File: src/rtl/sys_seq_ctrl.sv
// sys_seq_ctrl: control sequencer for the SYS_ROW x SYS_COL systolic array.
// Per command: optional weight-row load and commit, skewed activation issue,
// then a fixed drain wait before the done pulse. Data paths bypass this block.
//
// Ports:
//   clk, rst            clock, asynchronous active-high reset
//   cmd_valid/ready     command handshake (ready only in IDLE)
//   cmd_load_w, cmd_len load-weights flag, number of activation vectors
//   w_valid/w_ready     weight-row buffer handshake
//   in_valid/in_ready   activation buffer handshake
//   w_wen               per-column weight shift enable into row 0
//   global_w_wen        per-column shadow-to-active weight commit
//   w_invalid           active weights not yet loaded
//   en_row              skewed compute enable, one bit per row
//   busy, done, err     status; done and err are one-cycle pulses
module sys_seq_ctrl #(
    parameter int SYS_ROW   = 16,
    parameter int SYS_COL   = 16,
    parameter int LEN_WIDTH = 16
) (
    input  logic                 clk,
    input  logic                 rst,
    input  logic                 cmd_valid,
    output logic                 cmd_ready,
    input  logic                 cmd_load_w,
    input  logic [LEN_WIDTH-1:0] cmd_len,
    input  logic                 w_valid,
    output logic                 w_ready,
    input  logic                 in_valid,
    output logic                 in_ready,
    output logic [SYS_COL-1:0]   w_wen,
    output logic [SYS_COL-1:0]   global_w_wen,
    output logic                 w_invalid,
    output logic [SYS_ROW-1:0]   en_row,
    output logic                 busy,
    output logic                 done,
    output logic                 err
);

    localparam int DRAIN_LAT = SYS_ROW + SYS_COL - 1;
    localparam int BW        = $clog2(SYS_ROW) + 1;
    localparam int DW        = $clog2(DRAIN_LAT) + 1;

    localparam logic [BW-1:0] BEAT_LAST  = BW'(SYS_ROW - 1);
    // DRAIN is entered one cycle after the last handshake and done is
    // registered, so the exit decision is taken DRAIN_LAT-2 cycles in.
    localparam logic [DW-1:0] DRAIN_LAST = DW'(DRAIN_LAT - 2);

    typedef enum logic [2:0] {
        S_IDLE,
        S_WLOAD,
        S_WCOMMIT,
        S_COMPUTE,
        S_DRAIN,
        S_DONE
    } state_t;

    state_t               state;
    logic [LEN_WIDTH-1:0] len_q;
    logic [LEN_WIDTH-1:0] issued;
    logic [BW-1:0]        beat_cnt;
    logic [DW-1:0]        drain_cnt;
    logic [SYS_ROW-2:0]   skew;

    logic cmd_fire;
    logic w_fire;
    logic in_fire;

    assign cmd_ready    = (state == S_IDLE);
    assign busy         = (state != S_IDLE);
    assign w_ready      = (state == S_WLOAD);
    assign in_ready     = (state == S_COMPUTE) && (issued < len_q);

    assign cmd_fire     = cmd_valid & cmd_ready;
    assign w_fire       = w_valid & w_ready;
    assign in_fire      = in_valid & in_ready;

    assign w_wen        = {SYS_COL{w_fire}};
    assign global_w_wen = {SYS_COL{state == S_WCOMMIT}};

    // Row 0 is enabled combinationally by the pop; rows below see it
    // one cycle later per row, bubbles included.
    assign en_row       = {skew, in_fire};

    always_ff @(posedge clk or posedge rst) begin
        if (rst) begin
            state     <= S_IDLE;
            len_q     <= '0;
            issued    <= '0;
            beat_cnt  <= '0;
            drain_cnt <= '0;
            skew      <= '0;
            w_invalid <= 1'b1;
            done      <= 1'b0;
            err       <= 1'b0;
        end else begin
            done <= 1'b0;
            err  <= 1'b0;
            skew <= (skew << 1) | (SYS_ROW-1)'(in_fire);

            unique case (state)
                S_IDLE: begin
                    if (cmd_fire) begin
                        len_q    <= cmd_len;
                        issued   <= '0;
                        beat_cnt <= '0;
                        if (cmd_load_w) begin
                            state <= S_WLOAD;
                        end else if (w_invalid) begin
                            err <= 1'b1;
                        end else if (cmd_len == '0) begin
                            state <= S_DONE;
                            done  <= 1'b1;
                        end else begin
                            state <= S_COMPUTE;
                        end
                    end
                end

                S_WLOAD: begin
                    if (w_fire) begin
                        if (beat_cnt == BEAT_LAST) begin
                            beat_cnt <= '0;
                            state    <= S_WCOMMIT;
                        end else begin
                            beat_cnt <= beat_cnt + BW'(1);
                        end
                    end
                end

                S_WCOMMIT: begin
                    w_invalid <= 1'b0;
                    if (len_q == '0) begin
                        state <= S_DONE;
                        done  <= 1'b1;
                    end else begin
                        state <= S_COMPUTE;
                    end
                end

                S_COMPUTE: begin
                    if (in_fire) begin
                        issued <= issued + LEN_WIDTH'(1);
                        if (issued == len_q - LEN_WIDTH'(1)) begin
                            state     <= S_DRAIN;
                            drain_cnt <= '0;
                        end
                    end
                end

                S_DRAIN: begin
                    if (drain_cnt == DRAIN_LAST) begin
                        state <= S_IDLE;
                        done  <= 1'b1;
                    end else begin
                        drain_cnt <= drain_cnt + DW'(1);
                    end
                end

                S_DONE: begin
                    state <= S_IDLE;
                end

                default: begin
                    state <= S_IDLE;
                end
            endcase
        end
    end

endmodule

File: config.mk
export PLATFORM = sky130hd
export DESIGN_NAME = sys_seq_ctrl
export DESIGN_NICKNAME = d
export VERILOG_FILES = /design/src/rtl/sys_seq_ctrl.sv
export SDC_FILE = /design/constraint.sdc
export NUM_CORES = 1
export LEC_CHECK = 0
export ABC_AREA = 1
export CAP_MARGIN = 20
export CORE_ASPECT_RATIO = 1.1
export CORE_UTILIZATION = 55
export CTS_CLUSTER_DIAMETER = 200
export DETAILED_ROUTE_END_ITERATION = 8
export MAX_ROUTING_LAYER = met4
export PLACE_DENSITY = 0.82
export RECOVER_POWER = 25
export SLEW_MARGIN = 40
export SYNTH_ARGS = -nofsm -noshare
export SYNTH_HDL_FRONTEND = slang
export SYNTH_SLANG_ARGS = --single-unit
File: constraint.sdc
create_clock -name clk -period 4.7 [get_ports clk]
set_input_delay 0.94 -clock clk [delete_from_list [all_inputs] [get_ports clk]]
set_output_delay 0.94 -clock clk [all_outputs]
set_load 0.05 [all_outputs]
==> results of run 1 <==
==> cells by family after synthesis <==
group,count (synthesis),synth area share
and+or+nand+nor,289,0.300
buffers and inverters,119,0.137
DFF,64,0.373
AOI/OAI and AO/OA,49,0.0606
xor gates and xnor gates,32,0.0652
adders and majority gates,22,0.0641
==> power groups by stage <==
stage / Clock (mW) / Combinational (mW) / Sequential (mW)
2_1_floorplan: 0 / 1.48 / 0.897
6_report: 0.485 / 1.91 / 0.846
3_5_place_dp: 0 / 1.90 / 0.855
4_1_cts: 0.497 / 1.91 / 0.846
3_3_place_gp: 0 / 1.85 / 0.852
5_1_grt: 0.522 / 2.10 / 0.868
==> cells in the mapped netlist, drive strengths merged <==
master	n	area share
xor2	27	0.055
o221ai	1	0.0020
a21oi	10	0.012
inv	79	0.069
nor3b	1	0.0017
o21ai	33	0.038
nand3	30	0.037
nand2	152	0.14
clkbuf	4	0.0035
nor2	74	0.075
and2	1	0.0015
dfstp	1	0.0061
nand4	17	0.025
nand3b	5	0.0087
nor4	1	0.0015
a221oi	1	0.0020
buf	36	0.064
a22oi	1	0.0017
dfrtp	63	0.37
nor3	8	0.013
xnor2	5	0.010
a21boi	1	0.0017
a31oi	2	0.0029
ha	22	0.064
==> registers in the layout, summed over array words and instances (netlist names) <==
register and cells:
len_q 16, err 1, beat_cnt 5, issued 16
skew 15, state 3, done 1, w_invalid 1
drain_cnt 6
==> stage by stage <==
| step | setup WS, ns | utilization | cell area, sq um |
|---|---|---|---|
| global route | 0.650 | 0.681 | 5120 |
| finish | 0.846 | 0.681 | 5120 |
| detailed placement | 1.01 | 0.654 | 4920 |
| global placement | 1.07 | 0.654 | 4910 |
| CTS | 0.878 | 0.681 | 5120 |
| floorplan | 1.58 | - | 4300 |
==> worst max-delay path, delay by kind of cell, from the launching register on <==
family | cells | cell delay, ns
buf+inv | 2 | 0.90
flops | 1 | 0.39
fa+ha+maj | 1 | 0.31
compound gates | 3 | 0.56
simple gates | 2 | 0.41
==> cell type report <==
cell class | count | area [sq um]
Fill cell | 644 | 2390
Multi-Input combinational cell | 392 | 2110
Sequential cell | 64 | 1600
Clock buffer | 9 | 124
Tap cell | 105 | 131
Clock inverter | 7 | 77.6
Timing Repair Buffer | 78 | 776
Inverter | 79 | 298
==> path summary, 6_finish.rpt <==
| kind | start | slack (ns) | cells past startpoint | end |
|---|---|---|---|---|
| max in group asynchronous | rst | 2.23 | 3 | w_invalid$_DFFE_PP1P_ |
| min reg2reg | skew[7]$_DFF_PP0_ | 0.38 | 0 | skew[8]$_DFF_PP0_ |
| min | skew[7]$_DFF_PP0_ | 0.38 | 0 | skew[8]$_DFF_PP0_ |
| max reg2reg | len_q[15]$_DFFE_PP0P_ | 2.00 | 12 | issued[15]$_DFFE_PP0P_ |
| min in group asynchronous | rst | 1.41 | 2 | skew[2]$_DFF_PP0_ |
| max | len_q[15]$_DFFE_PP0P_ | 0.85 | 8 | en_row[0] |
==> cell usage in the layout, fill, tap and decap left out, types with 3 or more instances in the layout <==
cell / netlist / final
a21oi_1: 10 / 10
inv_6: 0 / 3
xor2_1: 27 / 27
ha_1: 22 / 22
clkbuf_8: 0 / 9
nand2_1: 147 / 146
o21ai_0: 33 / 33
xnor2_1: 5 / 5
nand2_2: 4 / 5
nand3_1: 28 / 28
nand4_1: 17 / 17
inv_1: 79 / 78
nor2_1: 66 / 65
nand3b_1: 5 / 5
clkdlybuf4s50_1: 0 / 75
nor2_2: 5 / 6
dfrtp_1: 63 / 63
nor3_1: 6 / 6
==> routing by layer <==
metal | wire length, um | track usage | up-vias
met1 | 4120 | 0.305 | 1727
met2 | 4620 | 0.437 | 121
li1 | - | - | 1882
met4 | 237 | 0.0986 | 0
met5 | 0 | - | -
met3 | 474 | 0.0568 | 21
==> impl_results.md, run 1 <==
- Layout cells sized above 1: 0.0620
- Gr usage total: 0.260
- Post-CTS Hold Fix Bufs: 0
- Total power draw: 3.24 mW
- TritonRoute pass-1 iters: 5
- Fmax: 259 MHz
- Synthesized Nets: 619
- Clock buffer depth: 2
- Switch share: 0.528
- Die X: 86.3 um
- Initial antenna violation count: 0
- IO buf count: 76
- Status: finished, violations left
- ANT cells: 0
- Pin count of the biggest net entering global routing: 37
- P_sw: 1.71 mW
- Iter 0 DRT Violations: 177
- Flop pwr share: 0.261
- Total number of yosys warnings: 0
- RSZ-0062 raised after global routing: no
- Vias in the first global route: 3546
- Clock Tree Root: clkbuf_8
- Die H: 94.7 um
- Critical Path, Cell by Cell: inv_1 > ha_1 > a21oi_1 > o21ai_0 > a31oi_1 > nand3_1 > nor2_1 > clkdlybuf4s50_1
- Fin nets: 668
- CTS tree: built
- Post-synthesis sequential area ratio: 0.373
- Worst EP arrival: 2.91 ns
- Clk pin slew, worst setup/hold paths: 0.07 ns
- Leak pwr: 2.54 nW
- # setup viols final: 0
- Mapped Cells: 575
- Die ar.: 8170 sq um
- Worst-skew pair later-pin latency: 0.35 ns
- Avg Cell Area, Syn: 7.47 sq um
- DRC violations left: 0
- Vias: 3751
- Clock power share: 0.150
- Rows: 33
- Worst slew margin: -0.0472
- Htree depth: 3
- Starting Density: 0.572
- Core area: 7510 sq um
- Wirelength per Cell: 12.9 um
- Clock Skew: 0.00695 ns
- CP required: 3.76 ns
- HPWL after DPL: 7100 um
- Placed cell count: 718
- TNS Setup: 0 ns
- Startpoint Class: register
- Worst slew pin tran: 1.56 ns
- WL final: 9450 um
- Fin. max-slew vios: 37
- Critical path class: reg2out
- Fin crit share: 0.820
- Grt total ovfl: 0
- IO Pins: 77
- Max Cap Violations: 1
- Non-Filler Instances: 734
- Post-synthesis cell area: 4300 sq um
- Max IR drop VDD: 0.320 mV
- Total CTS buffers: 9
- PwrDens: 633 nW/um^2
- Hold Slack: 0.378 ns
- Crit path max fanout: 3
- Post-route ant nets: 0
- Global-route wire length before repair: 16000 um
- Worst Setup End Kind: primary output
- # clock sinks: 64
- Worst stage delay on the critical path: 0.83 ns
- Via-to-Cell Ratio: 5.11
- Cts repair resizes: 0
- Setup bufs post-CTS: 0
- Synth-to-Final Area Change: 19.2%
- HP Class: reg2reg
- Post-synthesis register bit count: 64
- Distinct cells, synth: 34
- Combinational power share: 0.589
- Internal Power: 1.53 mW
- Failing checks: capacitance limit, slew limit
- Min cycle time layout: 3.85 ns
- Hold Vio Cnt, Final: 0
- Critical path's slowest cell: clkdlybuf4s50_1
- RD Place Congestion: 0.904
No activity file was read; power rests on OpenSTA's default activity.
==> run 2: changes to the inputs <==
- CORE_UTILIZATION: 55 -> 53
- PLACE_DENSITY: 0.82 -> 0.79
- clock period: 4.7 -> 4 ns (I/O delays scaled with it)
==> run 2 against run 1 <==
  * The run still ends with capacitance limit, slew limit left
  * Cell area up 0.98%
  * Clock-buffer cell count is the same
  * Worst setup slack worse by 0.60 ns
  * Combinational power rose by 18%
  * Sequential share of layout area down 0.30 points
  * Power rose by 20%
  * Utilization decreased by 2.4 points
  * Wire length rose by 1.2%
  * Via count is 0.43% higher
==> impl_results.md, run 2 (same netlist as run 1, synthesis figures left out) <==
- Core area: 7870 sq um (+4.7%)
- TritonRoute pass-1 iters: 5 (unchanged)
- RD Place Congestion: 0.912 (+0.93%)
- Critical path class: reg2out
- Core Util, Final: 0.657 (-0.0244)
- DRC violations left: 0 (unchanged)
- Max Cap Violations: 1 (unchanged)
- Clock buffer depth: 2 (unchanged)
- Leak pwr: 2.56 nW (+0.99%)
- Initial antenna violation count: 0 (unchanged)
- Min-delay src: skew[10]$_DFF_PP0_
- Non-Filler Instances: 741 (+0.95%)
- Critical path's slowest cell: clkdlybuf4s50_1
- Fillers: 668 (+3.7%)
- Die ar.: 8470 sq um (+3.7%)
- FF/Latch Area: 1600 sq um (unchanged)
- RR Endpoint: issued[14]$_DFFE_PP0P_
- Crit path max fanout: 5 (+2)
- Max IR drop VDD: 0.338 mV (+5.7%)
- HP Class: reg2reg
- TNS Setup: 0 ns (unchanged)
- Fin crit share: 0.938
- Grt total ovfl: 0 (unchanged)
- Global-route wire length before repair: 15500 um (-3.2%)
- ANT cells: 0 (unchanged)
- Setup bufs post-CTS: 0 (unchanged)
- Worst-skew pair later-pin latency: 0.36 ns (about the same)
- Clock Skew: 0.0115 ns (+0.00459 ns)
- Clk pin slew, worst setup/hold paths: 0.08 ns (about the same)
- Clock Tree Root: clkbuf_8
- Worst EP arrival: 2.95 ns (+0.04 ns)
- Die X: 87.8 um (+1.8%)
- Placed cell count: 725 (+0.97%)
- Worst slew margin: -0.521 (-0.474)
- Pin count of the biggest net entering global routing: 53 (+43%)
- Most frequent cells in the layout: 147 x nand2_1, 78 x inv_1, 75 x clkdlybuf4s50_1
- Hold EP: skew[11]$_DFF_PP0_
- Fin nets: 672 (+0.60%)
- Layout cells sized above 1: 0.0632 (+0.00119)
- Rows: 34 (+3.0%)
- Die H: 96.4 um (+1.8%)
- Gr usage total: 0.246 (-0.0135)
- Worst Setup End Kind: primary output
- Hold Vio Cnt, Final: 0 (unchanged)
- Worst r2r src: len_q[13]$_DFFE_PP0P_
- Wirelength per Cell: 12.9 um (+0.20%)
- Largest registers: issued: 16 flops, len_q: 16 flops, skew: 15 flops
- Most common cell after layout, fill and taps aside: nand2_1
- WL final: 9560 um (+1.2%)
- HPWL after DPL: 7120 um (+0.34%)
- Vias in the first global route: 3529 (-0.48%)
- Post-CTS Hold Fix Bufs: 0 (unchanged)
- Status: finished, violations left
- Iter 0 DRT Violations: 173 (-2.3%)
- Post-route ant nets: 0 (unchanged)
- Total CTS buffers: 9 (unchanged)
- Vias: 3767 (+0.43%)
- Fin. max-slew vios: 53 (+43%)
- Htree depth: 3 (unchanged)
- Flop2flop setup slack: 1.32 ns (-0.68 ns)
- Worst stage delay on the critical path: 0.85 ns (+0.02 ns)
- # clock sinks: 64 (unchanged)
- Critical Path, Cell by Cell: inv_1 > ha_1 > a21oi_1 > o21ai_0 > a31oi_1 > nand3_1 > nor2_1 > clkdlybuf4s50_1
- Cts repair resizes: 0 (unchanged)
- Worst slew pin tran: 2.27 ns (+0.706 ns)
- Reg2Reg Depth: 12 (unchanged)
- Failing checks: capacitance limit, slew limit
- CP required: 3.20 ns (-0.56 ns)
- IO Pins: 77 (unchanged)
- Startpoint Class: register
- # setup viols final: 0 (unchanged)
- Fmax: 267 MHz
- Starting Density: 0.546 (-0.0258)
- RSZ-0062 raised after global routing: no
- CTS tree: built
- Hold Path Depth: 0 (unchanged)
- Min cycle time layout: 3.75 ns
- IO buf count: 76 (unchanged)
- PwrDens: 753 nW/um^2 (+19%)
- Area of the multi-input gates: 2110 sq um (-0.24%)
- Via-to-Cell Ratio: 5.08 (-0.52%)
- Synth-to-Final Area Change: 20.4%
==> run 2: metrics by stage <==
step	hold WS [ns]	setup slack, ns	power [mW]	instance area [sq um]
finish	0.376	0.249	3.90	5170
global route	0.386	0.0601	4.17	5170
global placement	0.359	0.692	3.20	4950
detailed placement	0.361	0.609	3.25	4950
CTS	0.379	0.251	3.91	5170
floorplan	0.481	1.02	2.79	4300
==> run 2: worst max path at each step <==
stage	from	cells after the start	end	slack [ns]
after global routing	len_q[13]$_DFFE_PP0P_	8	en_row[0]	0.06
after CTS	len_q[13]$_DFFE_PP0P_	8	en_row[0]	0.25
after global placement	w_valid	4	w_wen[0]	0.69
final	len_q[13]$_DFFE_PP0P_	8	en_row[0]	0.25
after detailed placement	w_valid	4	w_wen[9]	0.61
after floorplan	state[2]$_DFFE_PP0P_	4	global_w_wen[10]	1.02
==> run 2: critical path: cells and delay by family (launching register included) <==
kind,cells,cell delay (ns)
flip-flops,1,0.42
AND/OR/NAND/NOR,2,0.39
buffers and inverters,2,0.92
AO/OA/AOI/OAI,3,0.53
adder cells (fa/ha/maj),1,0.32
==> run 2: routing by layer <==
metal	vias up	track usage	wire length [um]
li1	1884	-	-
met1	1759	0.279	4060
met2	98	0.423	4830
met3	26	0.0501	425
met4	0	0.105	244
met5	-	-	0
==> run 2: area by class of cell <==
cell class | count | area share
multi-input cells | 392 | 0.407
flip-flops and latches | 64 | 0.310
well taps | 108 | 0.0261
inverters | 79 | 0.0576
repair buffers | 82 | 0.155
clock inverters | 7 | 0.0198
clock buffers | 9 | 0.0240
==> run 2: power by group <==
group          total (mW)  internal [mW]  switching, mW
clock network       0.641          0.357          0.284
logic                2.26          0.714           1.55
registers           0.993          0.802          0.190
==> run 3: changes to the inputs <==
==> constraint.sdc (replaced) <==
create_clock -name clk -period 4 [get_ports clk]
set_input_delay 0.8 -clock clk [delete_from_list [all_inputs] [get_ports clk]]
set_output_delay 0.8 -clock clk [all_outputs]
set_load 0.005 [all_outputs]
==> run 3 against run 2 <==
  * The flow still finishes with violations (capacitance limit, slew limit)
  * Global-route usage grew 0.50 points
  * Sequential power increased by 0.6%
  * Combinational power down 28%
  * Final cell count decreased by 0.13%
  * First-iteration DRC count down 8.1%
  * Clock power down 8.4%
  * Sequential cell count unchanged
  * Clock-buffer cell count is the same
  * Sequential share of layout area rose by 0.17 points
  * Maximum frequency is 7.9% higher
  * Highest routed layer unchanged
==> impl_results.md, run 3 (same netlist as run 1, synthesis figures left out) <==
- Initial antenna violation count: 0 (unchanged)
- Dpl ws: 0.905 ns (+0.296 ns)
- Post-route cell area: 5140 sq um (-0.56%)
- DRC violations left: 0 (unchanged)
- Worst r2r src: len_q[9]$_DFFE_PP0P_
- CP required: 3.20 ns (about the same)
- Post-route setup slack: 0.524 ns (+0.275 ns)
- Crit path max fanout: 5 (unchanged)
- Die ar.: 8470 sq um (unchanged)
- Flop pwr share: 0.311 (+0.056)
- CTS tree: built
- Most common cell after layout, fill and taps aside: nand2_1
- Post-route ant nets: 0 (unchanged)
- Combinational power share: 0.506 (-0.075)
- Worst EP arrival: 2.68 ns (-0.27 ns)
- Hold Vio Cnt, Final: 0 (unchanged)
- Internal Power: 1.81 mW (-3.5%)
- Critical path class: reg2out
- Startpoint Class: register
- Setup bufs post-CTS: 0 (unchanged)
- RR Endpoint: issued[9]$_DFFE_PP0P_
- Flop2flop setup slack: 1.29 ns (-0.03 ns)
- Rows: 34 (unchanged)
- Global-route wire length before repair: 15700 um (+1.1%)
- Fin nets: 671 (-0.15%)
- Max Cap Violations: 1 (unchanged)
- Total power draw: 3.21 mW (-18%)
- Die X: 87.8 um (unchanged)
- Synth-to-Final Area Change: 19.7%
- Clock power share: 0.183 (+0.018)
- Worst slew margin: -0.633 (-0.112)
- Launch point of the worst path: len_q[9]$_DFFE_PP0P_
- HPWL after DPL: 7420 um (+4.2%)
- Vias in the first global route: 3337 (-5.4%)
- Clk pin slew, worst setup/hold paths: 0.08 ns (about the same)
- Worst slew pin tran: 2.44 ns (+0.167 ns)
- RD Place Congestion: 0.902 (-1.1%)
- PwrDens: 625 nW/um^2 (-17%)
- Largest registers: issued: 16 flops, len_q: 16 flops, skew: 15 flops
- Switch share: 0.437 (-0.0820)
- Clock buffer depth: 2 (unchanged)
- RSZ-0062 raised after global routing: no
- Worst Setup End Kind: primary output
- Clock Tree Root: clkbuf_8
- P_sw: 1.40 mW (-31%)
- IO buf count: 76 (unchanged)
- Via-to-Cell Ratio: 5.08 (about the same)
- TritonRoute pass-1 iters: 5 (unchanged)
- Htree depth: 3 (unchanged)
- Failing checks: capacitance limit, slew limit
- Wirelength per Cell: 13.3 um (+2.7%)
- Reg2Reg Depth: 12 (unchanged)
- # setup viols final: 0 (unchanged)
- Post-CTS Hold Fix Bufs: 0 (unchanged)
- Most frequent cells in the layout: 147 x nand2_1, 78 x inv_1, 75 x clkdlybuf4s50_1
- Cts repair resizes: 0 (unchanged)
- Placed instance area: 4940 sq um (-0.10%)
- ANT cells: 0 (unchanged)
- # clock sinks: 64 (unchanged)
- Starting Density: 0.546 (unchanged)
- Gr usage total: 0.251 (+0.00504)
- Hold Slack: 0.379 ns (+0.00259 ns)
- Leak pwr: 2.55 nW (-0.43%)
- HP Class: reg2reg
- Vias: 3762 (-0.13%)
- IO Pins: 77 (unchanged)
- Total CTS buffers: 9 (unchanged)
- Fin crit share: 0.869 (-0.0687)
- Iter 0 DRT Violations: 159 (-8.1%)
- Min cycle time layout: 3.48 ns (-0.275 ns)
- Worst-skew pair later-pin latency: 0.36 ns (about the same)
- WL final: 9810 um (+2.6%)
- Fin. max-slew vios: 55 (+3.8%)
- Max IR drop VDD: 0.275 mV (-18%)
- Termination of the worst setup path: en_row[0]
- Die H: 96.4 um (unchanged)
- Pin count of the biggest net entering global routing: 55 (+3.8%)
- Status: finished, violations left
- Grt total ovfl: 0 (unchanged)
- Layout cells sized above 1: 0.0633 (+0.000100)
- TNS Setup: 0 ns (unchanged)
- Fmax: 288 MHz (+7.9%)
- Clock Skew: 0.00781 ns (-0.00373 ns)
- Core area: 7870 sq um (unchanged)
run 3: worst min-delay path by stage:
stage | startpoint | end | depth (start not counted)
finish | skew[4]$_DFF_PP0_ | skew[5]$_DFF_PP0_ | 0
global route | skew[4]$_DFF_PP0_ | skew[5]$_DFF_PP0_ | 0
CTS | skew[4]$_DFF_PP0_ | skew[5]$_DFF_PP0_ | 0
detailed placement | skew[4]$_DFF_PP0_ | skew[5]$_DFF_PP0_ | 0
global placement | skew[1]$_DFF_PP0_ | skew[2]$_DFF_PP0_ | 0
floorplan | skew[9]$_DFF_PP0_ | skew[10]$_DFF_PP0_ | 0
run 3: layout make-up:
cell class	count	area, sq um
clock buffer	9	124
clock inverter	7	77.6
fill	679	2730
inverter	79	298
multi-input combinational	392	2110
sequential	64	1600
tap	108	135
timing repair buffer	81	798
run 3: critical path, cell delays in order (launching register included):
cell and delay (ns):
dfrtp_1 0.45, inv_1 0.07, ha_1 0.31, a21oi_1 0.15, o21ai_0 0.10, a31oi_1 0.26
nand3_1 0.17, nor2_1 0.25, clkdlybuf4s50_1 0.56
run 3: layer usage:
layer / wire (um) / GRT usage / up-vias / share of wire
met5: 0 / - / - / 0
met4: 201 / 0.0970 / 0 / 0.020
met3: 480 / 0.0374 / 19 / 0.049
met2: 4940 / 0.432 / 118 / 0.50
met1: 4180 / 0.298 / 1736 / 0.43
li1: - / - / 1889 / -
run 3: through the flow:
step            util  std cells
2_1_floorplan      -        575
6_report       0.653        740
3_5_place_dp   0.628        724
4_1_cts        0.654        740
5_1_grt        0.653        740
3_3_place_gp   0.628        724
run 3: power by group through the flow:
| stage | sequential [mW] | combinational [mW] | clock, mW |
|---|---|---|---|
| after floorplan | 0.956 | 1.19 | 0 |
| after global placement | 0.998 | 1.58 | 0 |
| after detailed placement | 1.01 | 1.62 | 0 |
| after CTS | 0.999 | 1.64 | 0.592 |
| after global routing | 1.03 | 1.84 | 0.617 |
| final | 0.999 | 1.63 | 0.587 |
